[src/rtl/uart_reg_responder.sv]
// uart_reg_responder: serial command frames (CMD, ADDR [, DATA]) to byte register file access.
// Define UART_RESP_CSUM_EN to require a trailing XOR checksum byte on every frame.
module uart_reg_responder #(
    parameter int DATA_BITS = 8,
    parameter int ADDR_W    = 3,
    parameter int TMO_W     = 16,
    parameter int TMO_MAX   = 50000
) (
    input  logic                 clk,
    input  logic                 reset,
    output logic                 rd,
    input  logic                 r_empty,
    input  logic [DATA_BITS-1:0] r_data,
    output logic                 wr,
    output logic [DATA_BITS-1:0] w_data,
    input  logic                 t_full,
    output logic [DATA_BITS-1:0] reg0_out,
    output logic                 busy,
    output logic                 frame_err
);
    localparam int DEPTH = 2**ADDR_W;
    localparam logic [DATA_BITS-1:0] CMD_W    = DATA_BITS'(8'h57);
    localparam logic [DATA_BITS-1:0] CMD_R    = DATA_BITS'(8'h52);
    localparam logic [DATA_BITS-1:0] RSP_OK   = DATA_BITS'(8'h4B);
    localparam logic [DATA_BITS-1:0] RSP_BAD  = DATA_BITS'(8'h3F);
`ifdef UART_RESP_CSUM_EN
    localparam logic [DATA_BITS-1:0] RSP_CSUM = DATA_BITS'(8'h21);
    typedef enum logic [2:0] {IDLE, GET_ADDR, GET_DATA, GET_CSUM, EXEC, SEND} state_t;
    localparam state_t AFTER_PAYLOAD = GET_CSUM;
`else
    typedef enum logic [2:0] {IDLE, GET_ADDR, GET_DATA, EXEC, SEND} state_t;
    localparam state_t AFTER_PAYLOAD = EXEC;
`endif
    state_t state, next;
    logic [DATA_BITS-1:0] cmd_q, addr_q, data_q, resp;
    logic [DATA_BITS-1:0] regs [DEPTH];
    logic [TMO_W-1:0] tmo_cnt;
    logic in_frame, tmo_hit, csum_ok, cmd_ok, addr_ok, ok;
`ifdef UART_RESP_CSUM_EN
    logic [DATA_BITS-1:0] acc, csum_q;
`endif

    always_ff @(posedge clk or negedge reset) begin
        if (!reset) state <= IDLE;
        else state <= next;
    end

    always_comb begin
        next = state;
        in_frame = state != IDLE && state != EXEC && state != SEND;
        rd = reset && !r_empty && (state == IDLE || in_frame);
        tmo_hit = (TMO_MAX != 0) && in_frame && r_empty && tmo_cnt == TMO_W'(TMO_MAX - 1);
`ifdef UART_RESP_CSUM_EN
        csum_ok = csum_q == acc;
`else
        csum_ok = 1'b1;
`endif
        cmd_ok = cmd_q == CMD_W || cmd_q == CMD_R;
        // full byte compared so out-of-range addresses never alias onto a real register
        addr_ok = int'(addr_q) < DEPTH;
        ok = csum_ok && cmd_ok && addr_ok;
        resp = !csum_ok ? `ifdef UART_RESP_CSUM_EN RSP_CSUM `else RSP_BAD `endif
             : !(cmd_ok && addr_ok) ? RSP_BAD
             : cmd_q == CMD_W ? RSP_OK : regs[addr_q[ADDR_W-1:0]];
        case (state)
            IDLE:     next = rd ? GET_ADDR : IDLE;
            GET_ADDR: next = tmo_hit ? IDLE : !rd ? GET_ADDR : cmd_q == CMD_W ? GET_DATA : AFTER_PAYLOAD;
            GET_DATA: next = tmo_hit ? IDLE : rd ? AFTER_PAYLOAD : GET_DATA;
`ifdef UART_RESP_CSUM_EN
            GET_CSUM: next = tmo_hit ? IDLE : rd ? EXEC : GET_CSUM;
`endif
            EXEC:     next = SEND;
            SEND:     next = t_full ? SEND : IDLE;
            default:  next = IDLE;
        endcase
        wr = state == SEND && !t_full;
        busy = state != IDLE;
        frame_err = tmo_hit || (state == EXEC && !ok);
    end

    always_ff @(posedge clk or negedge reset) begin
        if (!reset) begin
            cmd_q <= '0;
            addr_q <= '0;
            data_q <= '0;
            w_data <= '0;
            tmo_cnt <= '0;
            for (int i = 0; i < DEPTH; i++) regs[i] <= '0;
`ifdef UART_RESP_CSUM_EN
            acc <= '0;
            csum_q <= '0;
`endif
        end else begin
            tmo_cnt <= (in_frame && r_empty && !tmo_hit) ? tmo_cnt + 1'b1 : '0;
            if (rd) begin
                if (state == IDLE) cmd_q <= r_data;
                if (state == GET_ADDR) addr_q <= r_data;
                if (state == GET_DATA) data_q <= r_data;
`ifdef UART_RESP_CSUM_EN
                if (state == GET_CSUM) csum_q <= r_data;
                else acc <= state == IDLE ? r_data : acc ^ r_data;
`endif
            end
            if (state == EXEC) begin
                w_data <= resp;
                if (ok && cmd_q == CMD_W) regs[addr_q[ADDR_W-1:0]] <= data_q;
            end
        end
    end

    assign reg0_out = regs[0];
endmodule

[config.mk]
export PLATFORM = sky130hd
export DESIGN_NAME = uart_reg_responder
export DESIGN_NICKNAME = d
export VERILOG_FILES = /design/src/rtl/uart_reg_responder.sv
export SDC_FILE = /design/constraint.sdc
export NUM_CORES = 1
export LEC_CHECK = 0
export CAP_MARGIN = 10
export CORE_MARGIN = 3
export CORE_UTILIZATION = 46
export CTS_CLUSTER_DIAMETER = 30
export DETAILED_ROUTE_END_ITERATION = 8
export DONT_BUFFER_PORTS = 1
export GPL_ROUTABILITY_DRIVEN = 0
export GPL_TIMING_DRIVEN = 0
export PLACE_DENSITY = 0.72
export SYNTH_ARGS = -nofsm -noshare
export SYNTH_HDL_FRONTEND = slang
export SYNTH_SLANG_ARGS = --single-unit
[constraint.sdc]
create_clock -name clk -period 1.7 [get_ports clk]
set_input_delay 0.085 -clock clk [delete_from_list [all_inputs] [get_ports clk]]
set_output_delay 0.085 -clock clk [all_outputs]
set_load 0.02 [all_outputs]
==> flow_summary.toml <==
[sta]
slew_viol_final = 0
fin_tns_setup_ns = -11.99
finalCritPeriodShare_pct = 113
setup_viol = 89
fin_crit_ns = 1.92
hold_viol_final = 115
setup_slack_ns = -0.219
rsz0062_at_grt = "true"
fin_hold_ws_ns = -0.627
worst_pin_slew_ns = 0.573
fin_skew_ns = 0.00757
max_freq_ghz = 0.521
relSlewSlack_pct = 61.5

[routing]
drtPass1Iterations = 5
routed_via_density = 5.97
drt-initial-drc-count = 307
wl_per_cell_um = 21.8
drtAntennaViolNets = 0
drc = 0
wl_met3_um = 583
vias = 3669
routed_wl_um = 13400
drt-met1-wl_um = 5780
highest_layer = "met4"
dr_wl_met2_um = 6750

[worst_setup_path]
startpoint_type = "flip-flop"
r2r-start = "cmd_q[5]"
crit_path_end_kind = "flip-flop"
cp_max_fo = 8
crit_required_ns = 1.99
critPathKind = "reg2reg"
r2r_end = "reg0_out[2]"
reg2regPathDepth = 6
r2r_slack_ns = -0.22
worstPathArrival_ns = 2.21

[clocking]
holdBufCountCts = 10
numCtsBuffers = 17
clkLatencyLatePin_ns = 0.41
cts_buffer_depth = 2
tritoncts = "yes"
cts_max_level = 4
path_clk_slew_ns = 0.06
cts.sinks = 115
cts_root_buf = "clkbuf_16"

[power]
leakagePower_nw = 3.07
intPower_w = 0.00658
clkPwrFrac_pct = 35.3
pwr-share-seq_pct = 38.3
power.share.switching_pct = 33.1
power_density_mw_per_mm2 = 1430
peakVddDrop_mv = 1.64
p_comb_share_pct = 26.4
p_sw_w = 0.00325

[logic_synthesis]
synth_xor_area_share_pct = 1.48
netlist_area_mm2 = 0.00531
yosys.area_share.simple_pct = 10.7
synth_flop_cell = "dfrtp_1"
synth_cell_types = 58
yosys.area.top_type = "dfrtp_1"
synth_area_leaders = "dfrtp_1 (54%), mux2_2 (20%), buf_4 (2.1%), mux4_2 (1.7%), nand2_1 (1.1%)"
seq_area_frac_synth_pct = 54.2
synth_fp_nets = 419
synth_compound_area_share_pct = 7.06
synth-seq-cells = 115
synth_edf_count = 0
synth_mux_area_share_pct = 22.8
synthDominantCellAreaShare_pct = 54.2
avgSynthCellArea_um2 = 13.1
ys_async_sr_fraction_pct = 100
synth_fa_ha_area_share_pct = 0.235
synth_top_family_by_area = "multiplexers"
syn_inst = 406
yosysWarnings = 0

[grt]
grt_first_pass_wirelength_um = 21000
grt_start_max_net_pins = 118
grt.overflow.total = 0
antenna_found_initial = 0
grt.total_usage_pct = 21.2
grt_pass1_vias = 3911

[flow_run]
drv_cap = 0

[final_layout]
nNetsFinal = 475
drive_gt1_share_pct = 48.6
final_cell_mix = "dfrtp_1 (112), mux2_2 (62), buf_4 (36)"
final_util_pct = 61.8
antenna_cells = 0
area.growth.synth_to_final_pct = 28.9
final_common_cell = "dfrtp_1"
fillers = 770
design_area_mm2 = 0.00685

[status]
status = "complete, but fails checks"
failed_checks = "negative hold slack, negative setup slack"

[floorplan]
pin_count = 32
initial_utilization_pct = 48.0
die_area_mm2 = 0.0129
die_w_um = 113
die_h_um = 113
rows = 38
placeableCoreArea_mm2 = 0.0111

[hold_path]
min-delay-path-class = "in2async"

[placed_design]
portBuffers = 0
hpwl_um = 7870
pre_cts_ws_ns = -0.329
place_area_mm2 = 0.00556
cell usage after synthesis, types with 3 or more instances:
cell type and number:
mux4_2 4, nand4_1 4, nor2b_1 8, a22oi_1 5, o31ai_1 3, xor2_1 4, buf_2 5, mux2i_1 5
nand3_1 8, nand2_1 16, dfrtp_1 115, a221oi_1 4, a21oi_1 10, inv_1 6, nor2_1 16, o21ai_0 8
or4_1 3, and4_1 6, xnor2_1 5, buf_4 15, or3_1 4, mux2_2 95, o211ai_1 4, nor3_1 4
clkbuf_1 4, a221o_1 4, and3_1 3
sequential cells by signal, summed over array words and instances (netlist names):
signal,flops
reg0_out,8
state,3
addr_q,8
regs,56
cmd_q,8
tmo_cnt,16
data_q,8
w_data,8
how the worst max path moves through the flow:
stage | start | endpoint | depth (start not counted)
2_1_floorplan | cmd_q[5] | regs[24] | 6
3_3_place_gp | addr_q[1] | regs[5] | 5
3_5_place_dp | addr_q[1] | regs[6] | 5
4_1_cts | cmd_q[7] | reg0_out[2] | 6
5_1_grt | cmd_q[5] | regs[29] | 6
6_report | cmd_q[5] | reg0_out[2] | 6
per-stage QoR:
step           cells  power, W  hold slack, ns
4_1_cts          603   0.00957          -0.636
6_report         615   0.00982          -0.627
3_5_place_dp     546   0.00562          -0.202
3_3_place_gp     546   0.00553          -0.202
2_1_floorplan    406   0.00503          -0.211
5_1_grt          615    0.0102          -0.648
power groups by stage:
| stage | registers [W] | clock network [W] | logic [W] |
|---|---|---|---|
| global placement | 0.00371 | 0 | 0.00182 |
| detailed placement | 0.00375 | 0 | 0.00187 |
| global route | 0.00382 | 0.00365 | 0.00275 |
| finish | 0.00376 | 0.00347 | 0.00259 |
| floorplan | 0.00357 | 0 | 0.00145 |
| CTS | 0.00374 | 0.00351 | 0.00233 |
kinds of logic after synthesis:
group	count (synthesis)
DFF	115
muxes	104
adders and majority gates	1
xor gates and xnor gates	9
and+or+nand+nor	93
buffers and inverters	32
AOI/OAI and AO/OA	52
routing by layer:
metal / global-route usage [%] / vias to the layer above
met3: 6.05 / 26
met1: 25.9 / 1921
met5: 0 / -
li1: - / 1620
met4: 8.97 / 0
met2: 35.3 / 102
worst max-delay path: stages (launching register included):
cell and delay (ns):
dfrtp_1 0.38, nand4bb_4 0.23, and4bb_2 0.34, buf_6 0.13, and4_1 0.22, buf_8 0.18
mux2_4 0.32
area by class of cell:
type	count	area, um^2	area share (%)
timing repair buffer	39	345	5.04
inverter	6	22.5	0.329
tap	140	175	2.56
sequential	115	2880	42.1
buffer	24	221	3.23
clock inverter	11	129	1.88
clock buffer	21	450	6.57
multi-input combinational	259	2630	38.3
repair_timing:
action | 4_1_cts | 5_1_grt
buffers inserted | 15 | 12
endpoints found under the hold margin | 141 | 115
pin swaps | 9 | 20
resized for setup | 59 | 45
setup endpoints to repair | 86 | 91
gates cloned | 2 | 0
No activity file was read; power rests on OpenSTA's default activity.
